$ cat config.mk
export PLATFORM = sky130hd
export DESIGN_NAME = rf_wb_arbiter_flat
export DESIGN_NICKNAME = d
export VERILOG_FILES = /design/src/rtl/rf_wb_arbiter_if.sv /design/src/rtl/rf_wb_arbiter.sv /design/src/flat_wrapper.sv
export SDC_FILE = /design/constraint.sdc
export NUM_CORES = 1
export LEC_CHECK = 0
export ABC_AREA = 1
export CAP_MARGIN = 20
export CELL_PAD_IN_SITES_DETAIL_PLACEMENT = 0
export CELL_PAD_IN_SITES_GLOBAL_PLACEMENT = 2
export CORE_ASPECT_RATIO = 0.8
export CORE_MARGIN = 2
export CORE_UTILIZATION = 26
export CTS_CLUSTER_SIZE = 12
export DETAILED_ROUTE_END_ITERATION = 6
export DONT_BUFFER_PORTS = 1
export PLACE_DENSITY_LB_ADDON = 0.05
export SETUP_SLACK_MARGIN = 0.02
export SLEW_MARGIN = 25
export SYNTH_ARGS = -nofsm -noshare
export SYNTH_HDL_FRONTEND = slang
export SYNTH_SLANG_ARGS = --single-unit
export TNS_END_PERCENT = 30
$ cat constraint.sdc
create_clock -name clk -period 2.15 [get_ports clk]
set_clock_uncertainty 0.2 [all_clocks]
set_input_delay 0.215 -clock clk [delete_from_list [all_inputs] [get_ports clk]]
set_output_delay 0.215 -clock clk [all_outputs]
set_load 0.03 [all_outputs]
$ cat src/rtl/rf_wb_arbiter_if.sv
// Write-back bus between the two requesters, the arbiter and the register file.
// The requester side drives master; the arbiter itself uses slave.
interface rf_wb_arbiter_if #(
   parameter int DATA_W = 32,
   parameter int ADDR_W = 5,
   parameter int CNT_W  = 16
);
   logic              wb_stall;
   logic              alu_valid;
   logic              alu_ready;
   logic [ADDR_W-1:0] alu_rd;
   logic [DATA_W-1:0] alu_data;
   logic              mem_valid;
   logic              mem_ready;
   logic [ADDR_W-1:0] mem_rd;
   logic [DATA_W-1:0] mem_data;
   logic              reg_write;
   logic [ADDR_W-1:0] rd_addr;
   logic [DATA_W-1:0] rd_data;
   logic              wb_src;
   logic              byp_valid;
   logic [CNT_W-1:0]  wr_count;

   modport master (
      output wb_stall, alu_valid, alu_rd, alu_data, mem_valid, mem_rd, mem_data,
      input  alu_ready, mem_ready, reg_write, rd_addr, rd_data, wb_src, byp_valid, wr_count
   );

   modport slave (
      input  wb_stall, alu_valid, alu_rd, alu_data, mem_valid, mem_rd, mem_data,
      output alu_ready, mem_ready, reg_write, rd_addr, rd_data, wb_src, byp_valid, wr_count
   );
endinterface

$ cat src/rtl/rf_wb_arbiter.sv
// Round-robin (or fixed mem-priority) arbiter for the register file's single write port.
// The granted write is registered once and doubles as the forwarding bypass.
module rf_wb_arbiter #(
   parameter int DATA_W         = 32,
   parameter int ADDR_W         = 5,
   parameter int FIXED_MEM_PRIO = 0,
   parameter int CNT_W          = 16
) (
   input logic             clk,
   input logic             rst,
   rf_wb_arbiter_if.slave  bus
);
   localparam logic [CNT_W-1:0] CNT_ONE = CNT_W'(1);

   logic              last_grant;
   logic              grant_alu;
   logic              grant_mem;
   logic              accepted;
   logic [ADDR_W-1:0] sel_rd;
   logic [DATA_W-1:0] sel_data;
   logic              reg_write;
   logic [ADDR_W-1:0] rd_addr;
   logic [DATA_W-1:0] rd_data;
   logic              wb_src;
   logic [CNT_W-1:0]  wr_count;

   // On contention, the round-robin pointer favours whoever did not win last time.
   always_comb begin
      grant_alu = 1'b0;
      grant_mem = 1'b0;
      if (!rst && !bus.wb_stall) begin
         if (bus.alu_valid && bus.mem_valid) begin
            if (FIXED_MEM_PRIO != 0) begin
               grant_mem = 1'b1;
            end else if (last_grant) begin
               grant_alu = 1'b1;
            end else begin
               grant_mem = 1'b1;
            end
         end else if (bus.alu_valid) begin
            grant_alu = 1'b1;
         end else if (bus.mem_valid) begin
            grant_mem = 1'b1;
         end
      end
   end

   assign accepted = grant_alu | grant_mem;
   assign sel_rd   = grant_mem ? bus.mem_rd   : bus.alu_rd;
   assign sel_data = grant_mem ? bus.mem_data : bus.alu_data;

   // Writes to x0 still update the address/data/source registers but never assert the enable.
   always_ff @(posedge clk) begin
      if (rst) begin
         last_grant <= 1'b1;
         reg_write  <= 1'b0;
         rd_addr    <= '0;
         rd_data    <= '0;
         wb_src     <= 1'b0;
         wr_count   <= '0;
      end else begin
         reg_write <= accepted && (sel_rd != '0);
         if (accepted) begin
            last_grant <= grant_mem;
            rd_addr    <= sel_rd;
            rd_data    <= sel_data;
            wb_src     <= grant_mem;
            if (sel_rd != '0) begin
               wr_count <= wr_count + CNT_ONE;
            end
         end
      end
   end

   assign bus.alu_ready = grant_alu;
   assign bus.mem_ready = grant_mem;
   assign bus.reg_write = reg_write;
   assign bus.byp_valid = reg_write;
   assign bus.rd_addr   = rd_addr;
   assign bus.rd_data   = rd_data;
   assign bus.wb_src    = wb_src;
   assign bus.wr_count  = wr_count;
endmodule

$ cat src/flat_wrapper.sv
// flat-port wrapper written by rule: the top's interface ports become plain ports
module rf_wb_arbiter_flat 
#(
   parameter int DATA_W         = 32,
   parameter int ADDR_W         = 5,
   parameter int FIXED_MEM_PRIO = 0,
   parameter int CNT_W          = 16
)
  (clk, rst, bus_wb_stall, bus_alu_valid, bus_alu_rd, bus_alu_data, bus_mem_valid, bus_mem_rd, bus_mem_data, bus_alu_ready, bus_mem_ready, bus_reg_write, bus_rd_addr, bus_rd_data, bus_wb_src, bus_byp_valid, bus_wr_count);
  rf_wb_arbiter_if #(.DATA_W(DATA_W), .ADDR_W(ADDR_W), .CNT_W(CNT_W)) bus_i ();
  input logic clk;
  input logic rst;
  input wire logic [$bits(bus_i.wb_stall)-1:0] bus_wb_stall;
  input wire logic [$bits(bus_i.alu_valid)-1:0] bus_alu_valid;
  input wire logic [$bits(bus_i.alu_rd)-1:0] bus_alu_rd;
  input wire logic [$bits(bus_i.alu_data)-1:0] bus_alu_data;
  input wire logic [$bits(bus_i.mem_valid)-1:0] bus_mem_valid;
  input wire logic [$bits(bus_i.mem_rd)-1:0] bus_mem_rd;
  input wire logic [$bits(bus_i.mem_data)-1:0] bus_mem_data;
  output wire logic [$bits(bus_i.alu_ready)-1:0] bus_alu_ready;
  output wire logic [$bits(bus_i.mem_ready)-1:0] bus_mem_ready;
  output wire logic [$bits(bus_i.reg_write)-1:0] bus_reg_write;
  output wire logic [$bits(bus_i.rd_addr)-1:0] bus_rd_addr;
  output wire logic [$bits(bus_i.rd_data)-1:0] bus_rd_data;
  output wire logic [$bits(bus_i.wb_src)-1:0] bus_wb_src;
  output wire logic [$bits(bus_i.byp_valid)-1:0] bus_byp_valid;
  output wire logic [$bits(bus_i.wr_count)-1:0] bus_wr_count;
  assign bus_i.wb_stall = bus_wb_stall;
  assign bus_i.alu_valid = bus_alu_valid;
  assign bus_i.alu_rd = bus_alu_rd;
  assign bus_i.alu_data = bus_alu_data;
  assign bus_i.mem_valid = bus_mem_valid;
  assign bus_i.mem_rd = bus_mem_rd;
  assign bus_i.mem_data = bus_mem_data;
  assign bus_alu_ready = bus_i.alu_ready;
  assign bus_mem_ready = bus_i.mem_ready;
  assign bus_reg_write = bus_i.reg_write;
  assign bus_rd_addr = bus_i.rd_addr;
  assign bus_rd_data = bus_i.rd_data;
  assign bus_wb_src = bus_i.wb_src;
  assign bus_byp_valid = bus_i.byp_valid;
  assign bus_wr_count = bus_i.wr_count;
  rf_wb_arbiter #(.DATA_W(DATA_W), .ADDR_W(ADDR_W), .FIXED_MEM_PRIO(FIXED_MEM_PRIO), .CNT_W(CNT_W)) u_core (.clk(clk), .rst(rst), .bus(bus_i));
endmodule
== Word-level counts from Yosys, hierarchy flattened ==
Index checks and enable logic that the tools add are counted.

* Input bits: 79
* Output and inout bits: 58
* Flip-flop bits (word level): 56
* Logic and storage cells: 26

* Add/subtract/negate cells: 1
* Bitwise operators: 1
* Reduce and logical (&&, ||, !) cells: 7
* Mux-type cells: 11

{| class="wikitable"
|+ Operators by type and width
! operator !! count
|-
| 32-bit two-way mux || 1
|-
| 16-bit by 1-bit adder with 16-bit output, second input constant || 1
|-
| 1-bit two-way mux || 9
|-
| 5-bit two-way mux || 1
|-
| 5-bit nonzero test || 1
|-
| 1-bit logical AND || 3
|-
| 1-bit zero test || 2
|-
| 2-bit AND reduction || 1
|-
| 1-bit OR || 1
|}

== Longest topological paths before layout ==
* Depth after elaboration: 7
* Gate-level depth with buffers: 11
* Gate-level depth less buffers: 10

== Worst setup path after synthesis ==
Ideal clock, no wire load.

* Path kind: register to register
* Start point: register u_core.wr_count[0] (netlist: u_core.bus.wr_count[0])
* End point: register u_core.wr_count[12] (netlist: u_core.bus.wr_count[12])
* Clock period less this slack: 1828 ps
* Cell stages (with the launch flop): 11
* Required time: 1834 ps
* Arrival: 1512 ps
* Setup time: 116 ps
* Setup slack: 322 ps
* Cell sequence: dfxtp_1 ha_1 nand2_1 nor2_1 nand2_1 inv_1 nand3_1 nor2_1 nand3_1 nand2_1 nor2_1

* Word-level cells in the longest chain between the ends: 1

{| class="wikitable"
|+ Ends and longest elaborated chain
! element !! RTL line !! text
|-
| start, declared || rf_wb_arbiter.sv:25 || <nowiki>logic [CNT_W-1:0] wr_count;</nowiki>
|-
| start signal, assigned || rf_wb_arbiter.sv:69 || <nowiki>wr_count <= wr_count + CNT_ONE;</nowiki>
|-
| 16-bit by 1-bit adder with 16-bit output || rf_wb_arbiter.sv:69 ||
|}

No other way between the ends.
A chain may end at the register's enable or synchronous reset.

== Worst setup path after layout ==
* Start point: register u_core.last_grant
* End point: register u_core.rd_data[3] (netlist: u_core.bus.rd_data[3])

* Word-level cells in the longest chain between the ends: 4
* Elaborated cells on any way between the ends: 8
* Those cells by class: mux: 7; bitwise: 1

{| class="wikitable"
|+ Ends and longest elaborated chain
! element !! RTL line !! text
|-
| start, declared || rf_wb_arbiter.sv:15 || <nowiki>logic last_grant;</nowiki>
|-
| start signal, assigned || rf_wb_arbiter.sv:64 || <nowiki>last_grant <= grant_mem;</nowiki>
|-
| 1-bit two-way mux || rf_wb_arbiter.sv:35 || <nowiki>end else if (last_grant) begin</nowiki>
|-
| 1-bit two-way mux || rf_wb_arbiter.sv:32 || <nowiki>if (bus.alu_valid && bus.mem_valid) begin</nowiki>
|-
| 1-bit two-way mux || rf_wb_arbiter.sv:31 || <nowiki>if (!rst && !bus.wb_stall) begin</nowiki>
|-
| 32-bit two-way mux or 1-bit OR (tied branches) || rf_wb_arbiter.sv:50, rf_wb_arbiter.sv:48 ||
|-
| end signal, assigned || rf_wb_arbiter.sv:66 || <nowiki>rd_data <= sel_data;</nowiki>
|-
| end, declared || rf_wb_arbiter.sv:23 || <nowiki>logic [DATA_W-1:0] rd_data;</nowiki>
|}

Parallel ways exist; a longest one is shown, timed or not.

==> results.yml <==
grt:
  track_usage_pct: 14.9
  grt_pass1_vias: 2752
  grt_max_degree: 76
  antenna_found_initial: 0
  grt_first_pass_wirelength_mm: 13.9
  overflow: 0
place:
  portBuffers: 0
  gp_congestion: 0.714
  dp_hpwl_mm: 5.79
yosys:
  synthTopCellsByArea: "dfxtp_1, nand2_1, o211ai_1, nand3_1, inv_1"
  synth_top_area_share_pct: 40.2
  syn-num-nets: 495
  ys_types: 20
  async_flop_share_pct: 0
  ys_ff_latch: 56
  mappedNetlistArea_sq_um: 2790
  yosysSeqAreaShare_pct: 40.2
  ys.flop_type: "dfxtp_1"
  avgSynthCellArea_sq_um: 6.72
  synthTopCellsByCount: "nand2_1, inv_1, dfxtp_1"
  synth_most_common_cell: "nand2_1"
  ys.warnings.count: 0
  netlist_instances: 415
  synth_top_area_cell: "dfxtp_1"
  synth_edf_count: 0
pwr:
  ir_drop_v: 0.000284
  power.density_nw_per_um2: 607
  leakage_nw: 1.77
timing:
  hold_viol: 0
  timing.slew.headroom_pct: 62.2
  min_period_ns: 2.02
  setup_violations: 0
  tightestPinTransition_ns: 0.566
  clock.fmax_mhz: 494
  fin_crit_sh_pct: 94.2
  rsz0062_at_grt: "yes"
  holdWs_ns: 0.0167
  tns_ns: 0
  slew_violations: 0
floorplan:
  dieArea_sq_um: 11600
  die_w_um: 120
  fp.dieH_um: 96.7
  rows: 33
  io_pins: 137
  start_util_pct: 26.9
  coreArea_sq_um: 10400
route:
  vias: 2837
  ant_nets: 0
  finalWirelength_mm: 8.58
  drt-pass1-iter-count: 4
  viasPerCell: 4.52
  drc_errors: 0
  wl_per_cell_um: 13.7
  drt-initial-drc-count: 117
critical_path:
  cp_max_fo: 16
  cp_top_family: "buffers and inverters"
  path_cells: "nand2_2 -> nand3_4 -> buf_4 -> nand2_1 -> nand3_1 -> dlygate4sd3_1 -> o211ai_1 -> inv_1"
  crit_path_max_incr_delay_ns: 0.57
  worstPathRequired_ns: 2.14
  critPathArrivalTime_ns: 2.01
  crit_type: "reg2reg"
  cp_slowest_cell: "dlygate4sd3_1"
  startpoint_type: "flip-flop"
  end_kind: "flip-flop"
  crit_buf_inv: 3
clock_network:
  htree_levels: 2
  cts_tree: "built"
  clk_latency_ns: 0.29
  clk_pin_slew_ns: 0.07
  clockBufferDepth: 2
  numCtsBuffers: 5
  cts_root_buf: "clkbuf_16"
  clock-sinks: 56
layout:
  final_layout_size_suffix_gt1_share_pct: 7.99
  fin_nets: 568
  n_fill_cell: 1094
  syn_to_final_growth_pct: 37.2
  n_antenna_cell: 0
min_path:
  hold_class: "in2reg"
outcome:
  outcome: "finished clean"
run:
  max_cap_viol_count: 0
power breakdown:
group          internal, mW  switching, mW  total [mW]  leakage, nW
logic                 0.155          0.155       0.310         1.25
registers              1.09          0.130        1.22        0.458
clock network         0.425          0.370       0.796       0.0667
state kept, by name, summed over array words and instances (netlist names):
register and cells:
u_core.bus.rd_addr 5, u_core.last_grant 1, u_core.bus.byp_valid 1, u_core.bus.wr_count 16
u_core.bus.rd_data 32, u_core.bus.wb_src 1
metrics by stage:
stage	power [mW]	cells	area [sq um]	setup slack (ns)	utilization (%)
floorplan	1.40	415	2790	0.322	-
global placement	1.46	552	3020	0.169	29.1
detailed placement	1.46	552	3020	0.106	29.1
CTS	2.37	623	3790	0.0873	36.6
global route	2.46	628	3830	-0.0128	36.9
finish	2.32	628	3830	0.125	36.9
worst register-to-register path, cell delays in order (launching register included):
cell and delay [ns]:
dfxtp_1 0.32, nand2_2 0.10, nand3_4 0.19, buf_4 0.26, nand2_1 0.08, nand3_1 0.07, dlygate4sd3_1 0.57, o211ai_1 0.09
inv_1 0.05
cell type report:
class | instances | area, sq um | area share, %
Timing Repair Buffer | 91 | 856 | 22.4
Clock buffer | 6 | 129 | 3.37
Tap cell | 140 | 175 | 4.58
Inverter | 60 | 225 | 5.88
Multi-Input combinational cell | 274 | 1320 | 34.4
Sequential cell | 56 | 1120 | 29.3
Clock inverter | 1 | 5.00 | 0.131
routing by layer:
metal  up-vias  GRT usage [%]  share of wire (%)
li1       1480              -                  -
met1      1263           18.6                 47
met2        89           24.5                 45
met3         5           5.31                7.4
met4         0           3.53               0.69
met5         -              0                  0
timing repair:
item | in CTS | in global routing
endpoints found under the hold margin | 33 | 0
buffers inserted | 0 | 5
setup endpoints to repair | 0 | 26
hold buffers | 64 | 0
gates resized for setup | 0 | 0
cell usage in the layout, fill, tap and decap left out, types with 2 or more instances in the layout:
cell type	n
nor2_1	35
clkbuf_16	5
nor3b_1	2
inv_1	57
nor3_1	3
buf_4	26
a21oi_1	16
dlygate4sd3_1	64
nand2_1	115
o211ai_1	38
nand4_1	4
o21ai_0	4
nand3_1	53
dfxtp_1	56
inv_2	3
cell families (layout without fill, tap and decap cells):
group,Yosys count,in the layout,share of synthesized area (%)
and+or+nand+nor,215,215,32.9
DFF,56,56,40.2
adders and majority gates,1,1,0.448
buffers and inverters,85,158,12.6
AOI/OAI and AO/OA,58,58,13.8
path summary, 6_finish.rpt:
| check | startpoint | to | slack, ns | depth (start not counted) |
|---|---|---|---|---|
| worst min-delay path | bus_alu_data[6] | u_core.bus.rd_data[6] | 0.02 | 4 |
| worst max-delay path | u_core.last_grant | u_core.bus.rd_data[3] | 0.13 | 8 |
| worst max register to register | u_core.last_grant | u_core.bus.rd_data[3] | 0.13 | 8 |
| worst min register to register | u_core.last_grant | u_core.last_grant | 0.33 | 2 |
(Power assumes the default switching activity.)
